$ cat config.mk
export PLATFORM = sky130hd
export DESIGN_NAME = fifo_uart_tx
export DESIGN_NICKNAME = d
export VERILOG_FILES = /design/src/rtl/uart_tx_pkg.sv /design/src/rtl/uart_baud_tick.sv /design/src/rtl/fifo_uart_tx.sv
export SDC_FILE = /design/constraint.sdc
export NUM_CORES = 1
export LEC_CHECK = 0
export ABC_AREA = 1
export BUFFER_PORTS_ARGS = -buffer_cell sky130_fd_sc_hd__buf_2
export CELL_PAD_IN_SITES_DETAIL_PLACEMENT = 0
export CELL_PAD_IN_SITES_GLOBAL_PLACEMENT = 1
export CORE_MARGIN = 5
export CORE_UTILIZATION = 44
export CTS_CLUSTER_SIZE = 28
export DETAILED_ROUTE_END_ITERATION = 16
export PLACE_DENSITY_LB_ADDON = 0.1
export SLEW_MARGIN = 40
export SYNTH_ARGS = -nofsm -noshare
export SYNTH_HDL_FRONTEND = slang
export SYNTH_SLANG_ARGS = --single-unit
$ cat constraint.sdc
create_clock -name clk -period 3.4 [get_ports clk]
set_clock_uncertainty 0.05 [all_clocks]
set_input_delay 0.17 -clock clk [delete_from_list [all_inputs] [get_ports clk]]
set_output_delay 0.17 -clock clk [all_outputs]
set_load 0.05 [all_outputs]
$ cat src/rtl/uart_tx_pkg.sv
// uart_tx_pkg: shared state encoding and line levels for the FIFO-draining UART transmitter
package uart_tx_pkg;

    // PARITY keeps its encoding even when the parity option is not built in
    typedef enum logic [2:0] {IDLE, FETCH, LOAD, START, DATA, PARITY, STOP} tx_state_t;

    localparam logic TX_IDLE_LEVEL  = 1'b1;
    localparam logic TX_START_LEVEL = 1'b0;
    localparam logic TX_STOP_LEVEL  = 1'b1;

endpackage

$ cat src/rtl/uart_baud_tick.sv
// uart_baud_tick: bit-period counter, 0..CLKS_PER_BIT-1, with sync clear and end-of-bit flag
module uart_baud_tick #(
    parameter int CLKS_PER_BIT = 16
) (
    input  logic clk,
    input  logic rst,
    input  logic clr,
    output logic bit_end
);

    localparam int CW = $clog2(CLKS_PER_BIT);
    localparam logic [CW-1:0] LAST = CW'(CLKS_PER_BIT - 1);

    logic [CW-1:0] cnt_q, cnt_d;

    assign bit_end = (cnt_q == LAST);

    // wrap at the end of each bit period so the next bit starts from zero
    always_comb cnt_d = (clr || bit_end) ? '0 : cnt_q + 1'b1;

    // counter register
    always_ff @(posedge clk or negedge rst)
        if (!rst) cnt_q <= '0;
        else      cnt_q <= cnt_d;

endmodule

$ cat src/rtl/fifo_uart_tx.sv
// fifo_uart_tx: pops words from a sync FIFO and sends them as UART frames; UART_PARITY_EN adds an even-parity bit
module fifo_uart_tx
    import uart_tx_pkg::*;
#(
    parameter int N            = 8,
    parameter int CLKS_PER_BIT = 16,
    parameter int CNT_W        = 16
) (
    input  logic             clk,
    input  logic             rst,
    input  logic             tx_en,
    input  logic [N-1:0]     fifo_data,
    input  logic             fifo_empty,
    output logic             fifo_rd,
    output logic             tx,
    output logic             busy,
    output logic             frame_done,
    output logic [CNT_W-1:0] frame_cnt
);

    localparam int BW = (N > 1) ? $clog2(N) : 1;

    tx_state_t        state_q, state_d;
    logic [N-1:0]     shift_q, shift_d;
    logic [BW-1:0]    bit_q, bit_d;
    logic [CNT_W-1:0] cnt_q, cnt_d;
    logic             bit_end, clr, last_bit;

    // the baud counter is held at zero until START so every bit period is full length
    assign clr      = (state_q == IDLE) || (state_q == FETCH) || (state_q == LOAD);
    assign last_bit = (bit_q == BW'(N - 1));

    uart_baud_tick #(.CLKS_PER_BIT(CLKS_PER_BIT)) u_tick (
        .clk     (clk),
        .rst     (rst),
        .clr     (clr),
        .bit_end (bit_end)
    );

    // next-state logic
    always_comb begin
        state_d = state_q;
        case (state_q)
            IDLE:    if (tx_en && !fifo_empty) state_d = FETCH;
            FETCH:   state_d = LOAD;
            LOAD:    state_d = START;
            START:   if (bit_end) state_d = DATA;
`ifdef UART_PARITY_EN
            DATA:    if (bit_end && last_bit) state_d = PARITY;
            PARITY:  if (bit_end) state_d = STOP;
`else
            DATA:    if (bit_end && last_bit) state_d = STOP;
`endif
            STOP:    if (bit_end) state_d = IDLE;
            default: state_d = IDLE;
        endcase
    end

    // word capture in LOAD, LSB-first shifting, bit index and completed-frame count
    always_comb begin
        shift_d = (state_q == LOAD) ? fifo_data :
                  (state_q == DATA && bit_end) ? shift_q >> 1 : shift_q;
        bit_d   = (state_q == DATA && bit_end) ? (last_bit ? '0 : bit_q + 1'b1) : bit_q;
        cnt_d   = (state_q == STOP && bit_end) ? cnt_q + 1'b1 : cnt_q;
    end

    // state and datapath registers
    always_ff @(posedge clk or negedge rst)
        if (!rst) begin
            state_q <= IDLE;
            shift_q <= '0;
            bit_q   <= '0;
            cnt_q   <= '0;
        end else begin
            state_q <= state_d;
            shift_q <= shift_d;
            bit_q   <= bit_d;
            cnt_q   <= cnt_d;
        end

`ifdef UART_PARITY_EN
    logic par_q, par_d;

    // even parity of the word, taken at capture time
    always_comb par_d = (state_q == LOAD) ? ^fifo_data : par_q;

    // parity register
    always_ff @(posedge clk or negedge rst)
        if (!rst) par_q <= 1'b0;
        else      par_q <= par_d;

    // line level decoded from state only
    always_comb
        tx = (state_q == START)  ? TX_START_LEVEL :
             (state_q == DATA)   ? shift_q[0] :
             (state_q == PARITY) ? par_q :
             (state_q == STOP)   ? TX_STOP_LEVEL : TX_IDLE_LEVEL;
`else
    // line level decoded from state only
    always_comb
        tx = (state_q == START) ? TX_START_LEVEL :
             (state_q == DATA)  ? shift_q[0] :
             (state_q == STOP)  ? TX_STOP_LEVEL : TX_IDLE_LEVEL;
`endif

    assign fifo_rd    = (state_q == FETCH);
    assign busy       = (state_q != IDLE);
    assign frame_done = (state_q == STOP) && bit_end;
    assign frame_cnt  = cnt_q;

endmodule

==> results_dict.tcl, run 1 <==
set metrics [dict create \
    period_needed_ps 2000 \
    setup_viol 0 \
    antenna_found_initial 0 \
    yosysSeqAreaShare_pct 49.6 \
    syn-num-nets 212 \
    port-buffer-count 31 \
    rsz0062_at_grt "false" \
    critPathLaunchType "register" \
    power.density_mw_per_mm2 350 \
    cp-end-kind "register" \
    crit_required_ps 3490 \
    tightest_slew_ps 734 \
    yosysUniqueCellTypes 24 \
    synth_cells 196 \
    tns_ps 0 \
    grt.overflow.total 0 \
    clkSlewWorstSetupHoldPaths_ps 70 \
    die_height_um 72.5 \
    mostFrequentLayoutCells "49 x nand2_1, 34 x dfrtp_1, 30 x buf_2" \
    fillers 368 \
    critPathKind "reg2reg" \
    final_nets 248 \
    die_x_um 72.5 \
    arrival_ps 2090 \
    initial_core_util_pct 46.2 \
    drv_cap 0 \
    synth-warning-count 0 \
    clock_path_buffers 2 \
    ff2ff_path_depth 6 \
    drt_iter0_markers 41 \
    postCtsResizedCells 0 \
    ant_nets 0 \
    cts_tree "yes" \
    dpl.hpwl_um 2640 \
    num_rows 22 \
    dp.cells 272 \
    vdd_drop_max_mv 0.214 \
    fmax_ghz 0.499 \
    wl_per_cell_um 12.5 \
    grt_max_degree 35 \
    gp_congestion 0.832 \
    coreArea_mm2 0.00372 \
    post-route-period-util_pct 58.9 \
    slew_viol_final 0 \
    clock-root-buffer "clkbuf_8" \
    htree_levels 2 \
    syn_avg_cell_area_um2 8.76 \
    syn_area_mm2 0.00172 \
    num_io_pins 32 \
    grt_pass1_wl_um 6070 \
    leakage_uw 0.00102 \
    slew_headroom_pct 50.9 \
    dr.pass1.iters 4 \
    syn_to_final_growth_pct 16.2 \
    routed-via-count 1382 \
    wl_um 3510 \
    hold_depth 3 \
    cts_made_buffers 5 \
    worstSkewPairLatency_ps 280 \
    finalNonFillerCells 280 \
    die_area_mm2 0.00525 \
    drc 0 \
    clock_sinks 34 \
    synth-seq-cells 34 \
    outcome "complete, no violations" \
    avgViaCountPerCell 4.94 \
    drive_gt1_share_pct 20.3 \
    grt_pass1_vias 1371 \
    hp-class "in2reg" \
    n_antenna_cell 0 \
    path_max_fanout 11 \
    final_common_cell "nand2_1" \
    track_usage_pct 14.8 \
    hold_violations 0 \
]
-- worst max-delay path, stage by stage, from the launching register on --
cell and delay, ps:
dfrtp_1 430, inv_1 130, nand2_1 90, nor2_1 580
inv_1 300, nand2_1 180, o211ai_1 110
-- kinds of logic (layout without fill, tap and decap cells) --
family / count (synthesis) / count (layout) / synth area share, %
AOI/OAI and AO/OA: 16 / 16 / 5.25
xor gates and xnor gates: 11 / 11 / 5.61
adders and majority gates: 4 / 4 / 2.92
buffers and inverters: 23 / 59 / 5.90
DFF: 34 / 34 / 49.6
muxes: 1 / 1 / 0.656
and+or+nand+nor: 107 / 107 / 30.1
-- stage by stage --
step                hold WS (ps)  cell area (um^2)  total power, uW  setup WS, ps  util (%)
finish                      57.6              1990              698          1400      53.7
global route                64.9              1990              722          1210      53.7
CTS                         52.1              1990              706          1390      53.6
detailed placement           232              1910              427          1400      51.3
global placement             228              1910              426          1540      51.3
floorplan                   -176              1720              412          1440         -
-- Yosys cell counts, drive strengths merged --
| cell | count | area, um^2 |
|---|---|---|
| nand2 | 50 | 195 |
| dfrtp | 34 | 851 |
| nor2 | 26 | 120 |
| nand3 | 22 | 145 |
| inv | 19 | 71.3 |
| o21ai | 12 | 60.1 |
| xnor2 | 6 | 52.6 |
| xor2 | 5 | 43.8 |
| ha | 4 | 50.1 |
| buf | 3 | 26.3 |
| nand3b | 3 | 22.5 |
| nand4 | 3 | 18.8 |
| nor3 | 3 | 15.0 |
| o211ai | 3 | 22.5 |
| clkinv | 1 | 3.75 |
| mux2 | 1 | 11.3 |
| o21a | 1 | 7.51 |
-- power by group --
group	leakage, uW	internal (uW)	switching (uW)
combinational	0.000555	5.55	9.40
clock	0.0000383	141	138
sequential	0.000429	404	0
total	0.00102	551	147
-- worst paths after layout --
kind | endpoint | slack [ps] | start
setup / recovery | shift_q[5] | 1400 | state_q[2]
hold / removal | shift_q[7] | 60 | fifo_data[7]
setup reg to reg | shift_q[5] | 1400 | state_q[2]
hold reg to reg | u_tick.cnt_q[0] | 410 | u_tick.cnt_q[0]
max in group asynchronous | bit_q[1] | 2670 | rst
min in group asynchronous | u_tick.cnt_q[0] | 320 | rst
-- metal layers --
layer  part of all wire, %  wire [um]  global-route usage [%]
met3                   6.4        226                    5.26
met1                    44       1530                    17.8
met2                    48       1700                    24.6
met4                   1.6         55                    4.92
met5                     0          0                       0
-- registers in the layout, summed over array words and instances (netlist names) --
name          count
state_q           3
shift_q           8
bit_q             3
frame_cnt        16
u_tick.cnt_q      4
-- final cells by class --
class	instances	area (um^2)	area share, %
multi-input combinational	139	764	38.3
sequential	34	851	42.7
timing repair buffer	32	168	8.41
clock buffer	7	76.3	3.83
tap	48	60.1	3.01
inverter	20	75.1	3.76
-- repair_timing --
| item | CTS | global route |
|---|---|---|
| hold buffers | 1 | 0 |
| hold endpoints to repair | 34 | 0 |
| buffers inserted | 0 | 0 |
Power figures use the tool's default switching activity.
==> inputs of run 2 (changes only) <==
Settings changed: CORE_UTILIZATION 44 to 37.
Clock period 3.4 ns to 1.7 ns, I/O delays scaled along.
==> run 2 against run 1 <==
Effect of this change: via count increased by 2.8%; die area increased by 16%; wire length increased by 3.7%; largest power group unchanged; highest routed layer unchanged; cell area increased by 10%; fmax increased by 26%.
==> results_dict.tcl, run 2 (same netlist as run 1, synthesis figures left out) <==
set metrics [dict create \
    hp-class "in2reg" \
    crit_required_ps 1820 \
    critPathKind "reg2reg" \
    die_x_um 78.1 \
    leakage_uw 0.00111 \
    port-buffer-count 31 \
    fillers 395 \
    setup_viol 0 \
    tightest_slew_ps 382 \
    mostFrequentLayoutCells "49 x nand2_1, 32 x dfrtp_1, 30 x buf_2" \
    initial_core_util_pct 38.9 \
    hold_slack_ps 174 \
    grt_pass1_vias 1342 \
    clock_path_buffers 2 \
    antenna_found_initial 0 \
    clock-root-buffer "clkbuf_8" \
    critical-path-max-stage-delay_ps 420 \
    post-route-period-util_pct 93.7 \
    cp_cell_sequence "ha_4 > nand3_4 > nor2_4 > buf_4 > mux2_2" \
    coreArea_mm2 0.00441 \
    die_height_um 78.1 \
    die_area_mm2 0.00610 \
    wl_um 3640 \
    cts_made_buffers 5 \
    gp_congestion 0.831 \
    drv_cap 0 \
    rsz0062_at_grt "false" \
    critPathLaunchType "register" \
    fin_area_mm2 0.00220 \
    htree_levels 2 \
    path_max_fanout 7 \
    drc 0 \
    grt.overflow.total 0 \
    n_antenna_cell 0 \
    tns_ps 0 \
    cp-end-kind "register" \
    final_nets 263 \
    grt_pass1_wl_um 6050 \
    outcome "complete, no violations" \
    largest_reg_flops 16 \
    slew_viol_final 0 \
    grt_max_degree 20 \
    fmax_ghz 0.628 \
    clkSlewWorstSetupHoldPaths_ps 70 \
    cts_tree "yes" \
    placed_area_mm2 0.00197 \
    vdd_drop_max_mv 0.505 \
    drt_iter0_markers 66 \
    worstSkewPairLatency_ps 280 \
    syn_to_final_growth_pct 28.0 \
    power.density_mw_per_mm2 721 \
    ant_nets 0 \
    final_common_cell "nand2_1" \
    wl_per_cell_um 12.1 \
    hold_violations 0 \
    drive_gt1_share_pct 24.6 \
    routed-via-count 1421 \
    slew_headroom_pct 74.5 \
    arrival_ps 1710 \
    avgViaCountPerCell 4.74 \
    num_rows 24 \
    dr.pass1.iters 5 \
    num_io_pins 32 \
    clock_sinks 34 \
    critPathSlowestCell "dfrtp_1" \
    period_needed_ps 1590 \
    dpl.hpwl_um 2690 \
    track_usage_pct 12.3 \
]
==> run 2: changes by cell type in the layout (fill, tap and decap cells not counted), moves of 2 or more <==
cell	previous run	this run
clkbuf_1	2	0
dfrtp_2	0	2
dlygate4sd3_1	1	9
buf_4	1	7
clkinv_2	0	2
dfrtp_1	34	32
==> run 2: cell type report <==
class                           instances  area (um^2)  area share, %
Clock buffer                            5         68.8           3.13
Clock inverter                          3         40.0           1.82
Inverter                               20         75.1           3.42
Multi-Input combinational cell        139          782           35.6
Sequential cell                        34          853           38.8
Timing Repair Buffer                   47          313           14.2
Tap cell                               52         65.1           2.96
==> run 2: report_power, final <==
part / leakage (uW) / switching (uW) / internal, uW
combinational: 0.000630 / 22.4 / 26.8
clock: 0.0000579 / 294 / 431
sequential: 0.000426 / 0 / 808
total: 0.00111 / 317 / 1270
==> run 2: timing repair <==
action	in CTS	in global routing
hold buffers	9	0
endpoints found under the hold margin	24	0
setup buffers	2	0
pin swaps	1	1
endpoints found under the setup margin	3	2
gates cloned	0	0
resized for setup	0	4
==> run 2: worst paths after layout <==
| check | startpoint | to | slack [ps] | cells past startpoint |
|---|---|---|---|---|
| worst max-delay path | u_tick.cnt_q[0] | frame_cnt[1] | 110 | 5 |
| worst min-delay path | fifo_empty | state_q[0] | 170 | 4 |
| worst max register to register | u_tick.cnt_q[0] | frame_cnt[1] | 110 | 5 |
| worst min register to register | bit_q[1] | bit_q[1] | 430 | 2 |
| max in group asynchronous | rst | state_q[1] | 970 | 3 |
| min in group asynchronous | rst | frame_cnt[0] | 200 | 2 |
==> run 2: metrics by stage <==
stage | instances | total power [uW] | util [%] | setup slack [ps]
floorplan | 196 | 825 | - | 113
global route | 300 | 1650 | 49.8 | 16.9
finish | 300 | 1580 | 49.8 | 107
detailed placement | 281 | 859 | 44.6 | -30.4
global placement | 281 | 858 | 44.6 | 49.3
CTS | 300 | 1610 | 49.4 | 33.3
==> run 2: critical path: cells and delay by family (launching register included) <==
family        cells  cell delay (ps)
simple gates      2              330
mux               1              330
fa+ha+maj         1              180
buf+inv           1              180
flops             1              420
==> run 2: per-layer routing <==
| metal | vias to the layer above | share of wire [%] | track usage [%] |
|---|---|---|---|
| met5 | - | 0 | 0 |
| met4 | 0 | 0.41 | 3.55 |
| met3 | 2 | 6.5 | 4.46 |
| met2 | 39 | 45 | 19.2 |
| met1 | 649 | 48 | 16.0 |
| li1 | 731 | - | - |
==> inputs of run 3 (changes only) <==
Settings changed: RECOVER_POWER from default to 100.
==> run 3 against run 2 <==
Effect of this change: count of clock-buffer cells in the layout unchanged; die area unchanged; clock power hardly changed; register-to-register slack hardly changed; sequential share of layout area up 0.54 points; first-iteration DRC count is 1.5% higher; wire length rose by 0.33%; fmax shrank 0.70%; highest routed layer unchanged.
==> results_dict.tcl, run 3 (same netlist as run 1, synthesis figures left out) <==
set metrics [dict create \
    outcome "complete, no violations" \
    slew_headroom_pct 38.8 \
    critPathLaunchType "register" \
    fillers 404 \
    internal-power_uw 1270 \
    grt_max_degree 20 \
    critPathKind "reg2out" \
    drv_cap 0 \
    period_needed_ps 1600 \
    coreArea_mm2 0.00441 \
    power.density_mw_per_mm2 732 \
    hold_start "fifo_empty" \
    p_switching_uw 319 \
    tightest_slew_ps 917 \
    grt_pass1_wl_um 6050 \
    arrival_ps 1470 \
    routed-via-count 1419 \
    initial_core_util_pct 38.9 \
    dr.pass1.iters 4 \
    die_height_um 78.1 \
    grtUsageMet2_pct 19.2 \
    drt_iter0_markers 67 \
    worstSkewPairLatency_ps 280 \
    post-route-period-util_pct 94.4 \
    crit_required_ps 1560 \
    n_antenna_cell 0 \
    path_max_fanout 7 \
    cp-end-kind "primary output" \
    hp-class "in2reg" \
    drc 0 \
    ant_nets 0 \
    final_nets 263 \
    grt_pass1_vias 1342 \
    hold_depth 4 \
    gp_congestion 0.831 \
    largest_reg_flops 16 \
    die_area_mm2 0.00610 \
    grt.overflow.total 0 \
    tns_ps 0 \
    dpl.hpwl_um 2690 \
    die_x_um 78.1 \
    pwr-share-comb_pct 3.1 \
    drive_gt1_share_pct 16.5 \
    antenna_found_initial 0 \
    timing.rr.start "u_tick.cnt_q[0]" \
    hold_path_end "state_q[0]" \
    final_util_pct 49.1 \
    leakage_uw 0.00104 \
    worstReg2RegEnd "frame_cnt[10]" \
    final_common_cell "nand2_1" \
    r2r_slack_ps 110 \
    htree_levels 2 \
    slew_viol_final 0 \
    worstSetupStartpoint "u_tick.cnt_q[0]" \
    cts_made_buffers 5 \
    rsz0062_at_grt "false" \
    vdd_drop_max_mv 0.506 \
    grtUsageMet1_pct 16.0 \
    clock_sinks 34 \
    avgViaCountPerCell 4.73 \
    num_rows 24 \
    pwr-share-clk_pct 45.9 \
    wl_per_cell_um 12.2 \
    port-buffer-count 31 \
    ff2ff_path_depth 7 \
    track_usage_pct 12.3 \
    clock_path_buffers 2 \
    p_seq_share_pct 51.0 \
    fmax_ghz 0.623 \
    num_io_pins 32 \
    setup_viol 0 \
    top_usage_layer "met2" \
    hold_violations 0 \
    mostFrequentLayoutCells "49 x nand2_1, 32 x dfrtp_1, 23 x nor2_1" \
    grt_util_met3_pct 4.46 \
    clkSlewWorstSetupHoldPaths_ps 70 \
    cts_tree "yes" \
    wl_um 3650 \
    p_sw_share_pct 20.1 \
    syn_to_final_growth_pct 26.2 \
    clock-root-buffer "clkbuf_8" \
]
==> run 3: power by group through the flow <==
stage / clock network, uW / logic, uW / registers (uW)
after CTS: 752 / 50.8 / 808
after global placement: 0 / 34.0 / 824
final: 728 / 49.0 / 808
after detailed placement: 0 / 34.9 / 824
after global routing: 789 / 56.6 / 808
after floorplan: 0 / 0.363 / 824
==> run 3: repair_timing <==
item                                    4_1_cts  5_1_grt
resized for setup                             0        4
pin swaps                                     1        1
setup buffers                                 2        0
hold buffers                                  9        0
hold endpoints to repair                     24        0
endpoints found under the setup margin        3        2
==> run 3: worst max-delay path by stage <==
stage               endpoint  slack [ps]  cells after the start
2_1_floorplan  frame_cnt[13]         110                      5
3_3_place_gp   frame_cnt[11]          50                      6
3_5_place_dp   frame_cnt[13]         -30                      6
4_1_cts           frame_done          30                      4
5_1_grt           frame_done          10                      4
6_report          frame_done         100                      4
==> run 3: worst max-delay path, cell delays in order (launching register included) <==
cell	delay (ps)
dfrtp_1	420
ha_4	180
nand3_4	120
nor2_4	200
clkbuf_4	260
==> run 3: layout make-up <==
type	instances	area (um^2)	share of cell area [%]
flip-flops and latches	34	853	39.4
multi-input cells	139	777	35.9
repair buffers	47	288	13.3
inverters	20	75.1	3.46
clock buffers	5	68.8	3.18
well taps	52	65.1	3.00
clock inverters	3	40.0	1.85
==> run 3: metrics by stage <==
step           setup slack [ps]  cell area [um^2]  std cells  hold slack [ps]  power (uW)
3_5_place_dp              -30.4              1970        281            -17.9         859
6_report                   95.3              2170        300              171        1590
4_1_cts                    33.3              2180        300              158        1610
5_1_grt                    14.9              2170        300              205        1650
3_3_place_gp               49.3              1970        281            -23.3         858
2_1_floorplan               113              1720        196             -261         825
==> run 3: routing by layer <==
| layer | up-vias | share of wire [%] | wire, um |
|---|---|---|---|
| met5 | - | 0 | 0 |
| li1 | 732 | - | - |
| met3 | 4 | 6.1 | 221 |
| met4 | 0 | 0.96 | 35 |
| met2 | 36 | 44 | 1620 |
| met1 | 647 | 49 | 1770 |
